[config.mk]
export PLATFORM = sky130hd
export DESIGN_NAME = spi_txn_controller
export DESIGN_NICKNAME = d
export VERILOG_FILES = /design/src/rtl/spi_txn_controller.sv
export SDC_FILE = /design/constraint.sdc
export NUM_CORES = 1
export LEC_CHECK = 0
export BUFFER_PORTS_ARGS = -buffer_cell sky130_fd_sc_hd__buf_2
export CORE_UTILIZATION = 24
export DETAILED_ROUTE_END_ITERATION = 6
export MAX_ROUTING_LAYER = met4
export PLACE_DENSITY = 0.43
export SLEW_MARGIN = 20
export SYNTH_ARGS = -nofsm -noshare
export SYNTH_HDL_FRONTEND = slang
export SYNTH_SLANG_ARGS = --single-unit
[constraint.sdc]
create_clock -name iclk -period 2.66 [get_ports iclk]
set_input_delay 0.399 -clock iclk [delete_from_list [all_inputs] [get_ports iclk]]
set_output_delay 0.399 -clock iclk [all_outputs]
set_load 0.05 [all_outputs]
[src/rtl/spi_txn_controller.sv]
// spi_txn_controller
//   Frame sequencer for the serial configuration port. The first byte of a
//   frame is a command (bit7 = read, bits6:0 = start address). Each following
//   byte either writes the register bank at an auto-incrementing address or,
//   for reads, acknowledges one consumed slot and triggers the next read-back.
//
// Ports
//   iclk, rst          : clock, async active-high reset
//   byte_in/byte_valid : deserialized byte + single-cycle strobe
//   frame_end          : end-of-frame pulse, aborts any pending operation
//   rd_data            : bank read data, valid one cycle after reg_re
//   reg_addr/wdata/we/re : register bank access
//   tx_byte/tx_load    : next byte for the POCI serializer
//   busy, err          : not-IDLE flag, sticky error flag
//   frame_bytes        : bytes accepted this frame (saturating)
module spi_txn_controller #(
  parameter int NUM_REGS = 64
) (
  input  logic       iclk,
  input  logic       rst,
  input  logic [7:0] byte_in,
  input  logic       byte_valid,
  input  logic       frame_end,
  input  logic [7:0] rd_data,
  output logic [6:0] reg_addr,
  output logic [7:0] reg_wdata,
  output logic       reg_we,
  output logic       reg_re,
  output logic [7:0] tx_byte,
  output logic       tx_load,
  output logic       busy,
  output logic       err,
  output logic [7:0] frame_bytes
);

  typedef enum logic [2:0] {
    S_IDLE, S_WRITE, S_RD_REQ, S_RD_CAP, S_RD_HOLD
  } state_t;

  localparam logic [7:0] NREGS = 8'(NUM_REGS);

  state_t     state_q, state_d;
  logic [6:0] ptr_q, ptr_d;          // address of the current/next access
  logic [6:0] reg_addr_q, reg_addr_d;
  logic [7:0] reg_wdata_q, reg_wdata_d;
  logic       reg_we_q, reg_we_d;
  logic       reg_re_q, reg_re_d;
  logic [7:0] tx_byte_q, tx_byte_d;
  logic       tx_load_q, tx_load_d;
  logic       busy_q, busy_d;
  logic       err_q, err_d;
  logic [7:0] fb_q, fb_d;

  logic [6:0] ptr_inc;
  logic [7:0] fb_inc;

  function automatic logic in_range(input logic [6:0] a);
    return ({1'b0, a} < NREGS);
  endfunction

  assign ptr_inc = ptr_q + 7'd1;     // wraps 127 -> 0
  assign fb_inc  = (fb_q == 8'hFF) ? fb_q : fb_q + 8'd1;

  always_comb begin
    state_d     = state_q;
    ptr_d       = ptr_q;
    reg_addr_d  = reg_addr_q;
    reg_wdata_d = reg_wdata_q;
    reg_we_d    = 1'b0;
    reg_re_d    = 1'b0;
    tx_byte_d   = tx_byte_q;
    tx_load_d   = 1'b0;
    err_d       = err_q;
    fb_d        = fb_q;

    // frame_end outranks everything, including a coincident byte.
    if (frame_end) begin
      state_d = S_IDLE;
      fb_d    = 8'd0;
    end else begin
      unique case (state_q)
        S_IDLE: if (byte_valid) begin
          ptr_d = byte_in[6:0];
          fb_d  = 8'd1;
          if (byte_in[7]) begin
            state_d    = S_RD_REQ;
            reg_addr_d = byte_in[6:0];
            reg_re_d   = in_range(byte_in[6:0]);
            if (!in_range(byte_in[6:0])) err_d = 1'b1;
          end else begin
            state_d = S_WRITE;
          end
        end
        S_WRITE: if (byte_valid) begin
          reg_addr_d  = ptr_q;
          reg_wdata_d = byte_in;
          reg_we_d    = in_range(ptr_q);
          if (!in_range(ptr_q)) err_d = 1'b1;
          ptr_d = ptr_inc;
          fb_d  = fb_inc;
        end
        S_RD_REQ: begin
          if (byte_valid) err_d = 1'b1;   // overrun: byte dropped
          state_d = S_RD_CAP;
        end
        S_RD_CAP: begin
          if (byte_valid) err_d = 1'b1;   // overrun: byte dropped
          // out-of-range reads still return a slot, filled with zero
          tx_byte_d = in_range(ptr_q) ? rd_data : 8'h00;
          tx_load_d = 1'b1;
          state_d   = S_RD_HOLD;
        end
        S_RD_HOLD: if (byte_valid) begin
          ptr_d      = ptr_inc;
          reg_addr_d = ptr_inc;
          reg_re_d   = in_range(ptr_inc);
          if (!in_range(ptr_inc)) err_d = 1'b1;
          fb_d    = fb_inc;
          state_d = S_RD_REQ;
        end
        default: state_d = S_IDLE;
      endcase
    end

    busy_d = (state_d != S_IDLE);
  end

  always_ff @(posedge iclk or posedge rst) begin
    if (rst) begin
      state_q     <= S_IDLE;
      ptr_q       <= 7'd0;
      reg_addr_q  <= 7'd0;
      reg_wdata_q <= 8'd0;
      reg_we_q    <= 1'b0;
      reg_re_q    <= 1'b0;
      tx_byte_q   <= 8'd0;
      tx_load_q   <= 1'b0;
      busy_q      <= 1'b0;
      err_q       <= 1'b0;
      fb_q        <= 8'd0;
    end else begin
      state_q     <= state_d;
      ptr_q       <= ptr_d;
      reg_addr_q  <= reg_addr_d;
      reg_wdata_q <= reg_wdata_d;
      reg_we_q    <= reg_we_d;
      reg_re_q    <= reg_re_d;
      tx_byte_q   <= tx_byte_d;
      tx_load_q   <= tx_load_d;
      busy_q      <= busy_d;
      err_q       <= err_d;
      fb_q        <= fb_d;
    end
  end

  assign reg_addr    = reg_addr_q;
  assign reg_wdata   = reg_wdata_q;
  assign reg_we      = reg_we_q;
  assign reg_re      = reg_re_q;
  assign tx_byte     = tx_byte_q;
  assign tx_load     = tx_load_q;
  assign busy        = busy_q;
  assign err         = err_q;
  assign frame_bytes = fb_q;

endmodule

Word level (Yosys, flattened, before mapping). Index checks and enable logic that the tools add are counted.

Register bits: 46. Bits of input ports: 20.

Add/subtract/negate cells: 2. Magnitude comparators: 3. Muxes and demuxes: 37. Reduce and logical (&&, ||, !) cells: 14. Bitwise gates (word level): 1. Equality and inequality tests: 17.

Operators with widths (count): $mux W8 (5); $mux W7 (5); $lt A7 B7 Y1 const B (3); $pmux W7 S3 (1); $mux W1 (17); $pmux W8 S2 (1); $pmux W3 S5 (1); $ne A2 B2 Y1 const B (7); $pmux W7 S2 (1); $reduce_and A10 Y1 (1); $mux W3 (3); $reduce_bool A3 Y1 (3); $add A8 B1 Y8 const B (1); $eq A8 B8 Y1 const B (1); $reduce_and A4 Y1 (2); $add A7 B1 Y7 const B (1); $eq A3 B2 Y1 const B (2); $ne A3 B3 Y1 const B (2); $reduce_and A6 Y1 (1); $ne A2 B1 Y1 const B (2); $pmux W1 S4 (1); $reduce_bool A4 Y1 (1); $reduce_or A2 Y1 (2); $eq A3 B1 Y1 const B (1); 9 further kinds (9).

Logic depth before layout (Yosys ltp).
Depth after elaboration: 5. Depth in mapped cells: 7.

Worst setup path after synthesis. OpenSTA, ideal clock, no wires.

Path kind: reg-to-reg. Start: register fb_q[0] (netlist: frame_bytes[0]). End: register fb_q[0] (netlist: frame_bytes[0]). Setup time: 0.128 ns. Setup slack: 0.708 ns. Data required time: 2.532 ns. Buffers on the path: 0. Cell stages (with the launch flop): 6. Period minus slack after synthesis: 1.952 ns. Arrival time: 1.825 ns. Cell sequence: dfrtp_1 -> ha_1 -> nand4b_1 -> nor4_4 -> nor2_2 -> mux2_1.

Word-level cells in the longest chain between the ends: 5. Elaborated cells between the ends (all ways): 8. Those cells by class: add/sub: 1; eq/ne: 2; mux: 4; reduce/logical: 1.

Ends and longest elaborated chain: start, declared (RTL line 52) `logic [7:0] fb_q, fb_d;`; start signal, assigned (RTL line 140) `fb_q <= 8'd0;`; start signal, assigned (RTL line 152) `fb_q <= fb_d;`; $add A8 B1 Y8 (RTL line 62) `assign fb_inc = (fb_q == 8'hFF) ? fb_q : fb_q + 8'd1;`; $mux W8 (RTL line 62); $mux W8 (RTL line 94, 113); $pmux W8 S2 (RTL line 81) `unique case (state_q)`; $mux W8 (RTL line 77) `if (frame_end) begin`.

Several ways; a longest one is shown, not always the timed one. The select of a mux whose other input is x is not followed. A chain may end at the register's enable or synchronous reset.

Worst setup path after layout.
Start: register state_q[1]. End: register fb_q[0] (netlist: frame_bytes[0]).

Word-level cells in the longest chain between the ends: 4. Elaborated cells between the ends (all ways): 11. Those cells by class: eq/ne: 5; mux: 2; reduce/logical: 4.

Ends and longest elaborated chain: start, declared (RTL line 42) `state_t state_q, state_d;`; start signal, assigned (RTL line 142) `state_q <= state_d;`; $eq A3 B3 Y1 / $eq A3 B1 Y1 (equally long branches) (RTL line 81); $reduce_or A2 Y1 (no source line); $ne A3 B3 Y1 (no source line) (tied with other cells); $reduce_and A4 Y1 (no source line) / $mux W8 (equally long branches).

Several ways; a longest one is shown, not always the timed one.

==> implementation parameters <==
Parameter                              Value

Synth
  Synthesized area    0.00243 mm²
  Top-count cell post-synth    sky130_fd_sc_hd__dfrtp_1
  Number of distinct library cells after synthesis    54
  Synth Area in Simple Gates    0.201
  Seq/Total Area, Yosys    0.473
  Async S/R FF share, synth    1.00
  Compound-cell area share of the yosys netlist    0.190
  Largest family of logic cells by synthesized area    simple AND/OR/NAND/NOR gates
  Synth Area per Inst    10.0 µm²
  Top FF cell, synth    sky130_fd_sc_hd__dfrtp_1
  Cell types with the highest counts after synthesis    46 x sky130_fd_sc_hd__dfrtp_1, 23 x sky130_fd_sc_hd__o21ai_0, 15 x sky130_fd_sc_hd__nand2_1
  Flip-flop and latch count after synthesis    46
  Ranking of synthesized cells by area    sky130_fd_sc_hd__dfrtp_1 47%, sky130_fd_sc_hd__mux2_2 5.1%, sky130_fd_sc_hd__o21ai_0 4.7%
  Area leader, netlist    sky130_fd_sc_hd__dfrtp_1
  Syn nets    265
  Number of standard cells after synthesis    243
  Share of cell area taken by muxes after synthesis    0.0766
  XOR/XNOR Fraction of Synth Area    0.00360
  Number of enable-type register cells in the synthesized netlist    0
  Arithmetic-cell share of the synthesized area counting full adders, half adders and majority gates    0.0103
  Fraction of post-synthesis cell area in the top cell type by area    0.473
  Number of warnings reported in the yosys synthesis log    0

CTS
  Root Driver    sky130_fd_sc_hd__clkbuf_8
  Quantity of hold-fixing buffers added after cts    0
  Source-to-sink clock delay at the later pin of the worst-skew pair    310 ps
  Number of buffers inserted to repair setup after CTS    0
  Total clock buffers created by CTS    5
  Buffer depth of the longest clock path    2
  H-tree levels    2
  Clock transition at the registers of the reported paths    90 ps
  Cells resized by post-CTS repair    0
  TritonCTS clock tree    done
  Clk sinks    46

Finish
  Area delta synth->final    21.7%
  Number of standard cells in the final layout excluding fillers    430
  Count of fill cells added during filler insertion    1,085
  Area of all placed cells without fillers    0.00296 mm²
  Final net count    318
  Ratio of cells with drive above 1 in the final layout    0.310
  Post-route core utilization    0.301
  Antenna Diode Count    0

Floorplanning
  Total core area    0.00982 mm²
  Initial core utilization    0.248
  Die Width    103 µm
  Total Die Area    0.0105 mm²
  Count of boundary I/O pins    56
  Die Y-Extent    103 µm
  Number of core rows    36

Timing
  Final hold violation count    0
  RSZ-0062 raised after global routing    false
  Worst Slack Setup Final    623 ps
  Period Utilization, post-route    0.766
  Number of slew-limit violations in the final report    0
  Accumulated negative setup slack    0 ps
  Maximum operating frequency    491 MHz
  Slew at the pin with the worst max-slew slack    820 ps
  Relative max-transition margin    0.449
  Setup Skew    13.0 ps
  Min Tclk post-route    2040 ps
  Worst hold slack after final layout    113 ps
  Final count of negative-setup-slack endpoints    0

GRT
  Pin count of the biggest net entering global routing    47
  Overflow left after global routing    0
  Total routing usage reported by global routing    0.132
  Global-route wire length before repair    10.2 mm
  Via count of the first global-routing pass    1,915
  Initial antenna violation count    0

Critical path
  Path length in cells of the critical path    4
  Largest stage delay on the critical path    610 ps
  Buffer and inverter count on the worst path    0
  R2r setup slk    620 ps
  Data required time at the worst endpoint    2850 ps
  Depth of the worst register-to-register path    4
  Crit path arrival time    2230 ps
  Family of cells with the greatest summed delay on the critical path    simple AND/OR/NAND/NOR gates
  Maximum fanout along the worst path    17
  Cells along the critical path    a21o_4, nor4_4, nor2_2, mux2_1
  Classification of the worst setup path    flip-flop to flip-flop
  Setup crit end kind    flip-flop
  Cell with the largest stage delay on the worst path    sky130_fd_sc_hd__dfrtp_1
  Endpoint of the worst register-to-register path    frame_bytes[0]
  Startpoint of the worst register-to-register path    state_q[1]
  Startpoint kind of the worst setup timing path    flip-flop

Detailed routing
  Number of nets still failing antenna checks after routing    0
  Via count of the routed design    2,003
  Drt total wl    6.39 mm
  DRC violations left    0
  Vias per cell    4.66
  First-iteration detailed-routing DRC count    183
  Initial DRT Pass Iterations    4
  Avg WL per Cell    14.9 µm

Power
  Worst supply voltage drop on vdd    0.000267 V
  Total leakage power    1.31 nW
  Overall power consumption    2.40 mW
  Pwr dens    810 mW/mm²

Placed design
  Final weighted congestion in routability-driven placement    0.782
  Total half-perimeter wirelength after legalization and detailed placement    4.47 mm
  Place WS    603 ps
  Area of placed instances    0.00285 mm²
  Placed Cells    422
  Number of I/O port buffers    55

Flow run
  Number of max-cap violations    0

Outcome
  Outcome    finished, final reports clean

Worst hold path
  Tightest Hold Check Type    primary input to async pin
==> cell families (layout without fill, tap and decap cells) <==
family	after synthesis	count (layout)
simple gates	85	85
compound gates	70	70
flops	46	46
buf+inv	22	76
mux	17	17
fa+ha+maj	2	2
xor+xnor	1	1
==> worst max path at each step <==
stage	startpoint	to	slack, ps
6_report	state_q[1]	frame_bytes[0]	620
5_1_grt	state_q[0]	tx_byte[7]	380
4_1_cts	state_q[0]	reg_wdata[7]	590
3_5_place_dp	state_q[0]	reg_wdata[4]	600
3_3_place_gp	state_q[0]	ptr_q[6]	460
2_1_floorplan	frame_bytes[0]	frame_bytes[0]	710
==> state kept, by name, summed over array words and instances (netlist names) <==
signal and flops:
reg_re 1, frame_bytes 8, state_q 3, err 1
tx_byte 8, reg_wdata 8, reg_addr 7, tx_load 1
ptr_q 7, reg_we 1, busy 1
==> routing by layer <==
metal,part of all wire,global-route usage,up-vias
li1,-,-,997
met2,0.43,0.192,56
met3,0.053,0.0332,5
met5,0,-,-
met4,0.011,0.0297,0
met1,0.50,0.185,945
==> area by class of cell <==
cell class | count | area, µm² | area share
inverters | 8 | 30.0 | 0.0101
multi-input cells | 175 | 1170 | 0.396
clock inverters | 3 | 45.0 | 0.0152
clock buffers | 5 | 68.8 | 0.0233
repair buffers | 60 | 325 | 0.110
flip-flops and latches | 46 | 1150 | 0.389
well taps | 133 | 166 | 0.0562
==> report_power, final <==
group,switching [mW],internal [mW]
combinational,0.650,0.253
sequential,0.118,0.840
clock,0.256,0.280
==> worst register-to-register path: stages, from the launching register on <==
cell and delay (ps):
sky130_fd_sc_hd__dfrtp_1 610, sky130_fd_sc_hd__a21o_4 340, sky130_fd_sc_hd__nor4_4 540, sky130_fd_sc_hd__nor2_2 100, sky130_fd_sc_hd__mux2_1 330
==> placed cells by master, fill, tap and decap left out, types with 3 or more instances in the layout <==
cell                       instances
sky130_fd_sc_hd__a21o_1            3
sky130_fd_sc_hd__a21oi_1          14
sky130_fd_sc_hd__a22o_1            3
sky130_fd_sc_hd__a22oi_1           3
sky130_fd_sc_hd__a31oi_1           3
sky130_fd_sc_hd__buf_2            55
sky130_fd_sc_hd__buf_4             4
sky130_fd_sc_hd__clkbuf_8          5
sky130_fd_sc_hd__dfrtp_1          46
sky130_fd_sc_hd__inv_1             7
sky130_fd_sc_hd__mux2_2           11
sky130_fd_sc_hd__mux2i_1           4
sky130_fd_sc_hd__nand2_1          15
sky130_fd_sc_hd__nand2b_1         13
sky130_fd_sc_hd__nand3_1           5
sky130_fd_sc_hd__nand4_1           3
sky130_fd_sc_hd__nor2_1           14
sky130_fd_sc_hd__nor2_2            3
sky130_fd_sc_hd__nor3_1            4
sky130_fd_sc_hd__nor3b_1           4
sky130_fd_sc_hd__o21ai_0          22
sky130_fd_sc_hd__o31ai_1           4
sky130_fd_sc_hd__or3_1             5
sky130_fd_sc_hd__or4_1             4
Power figures use the tool's default switching activity.
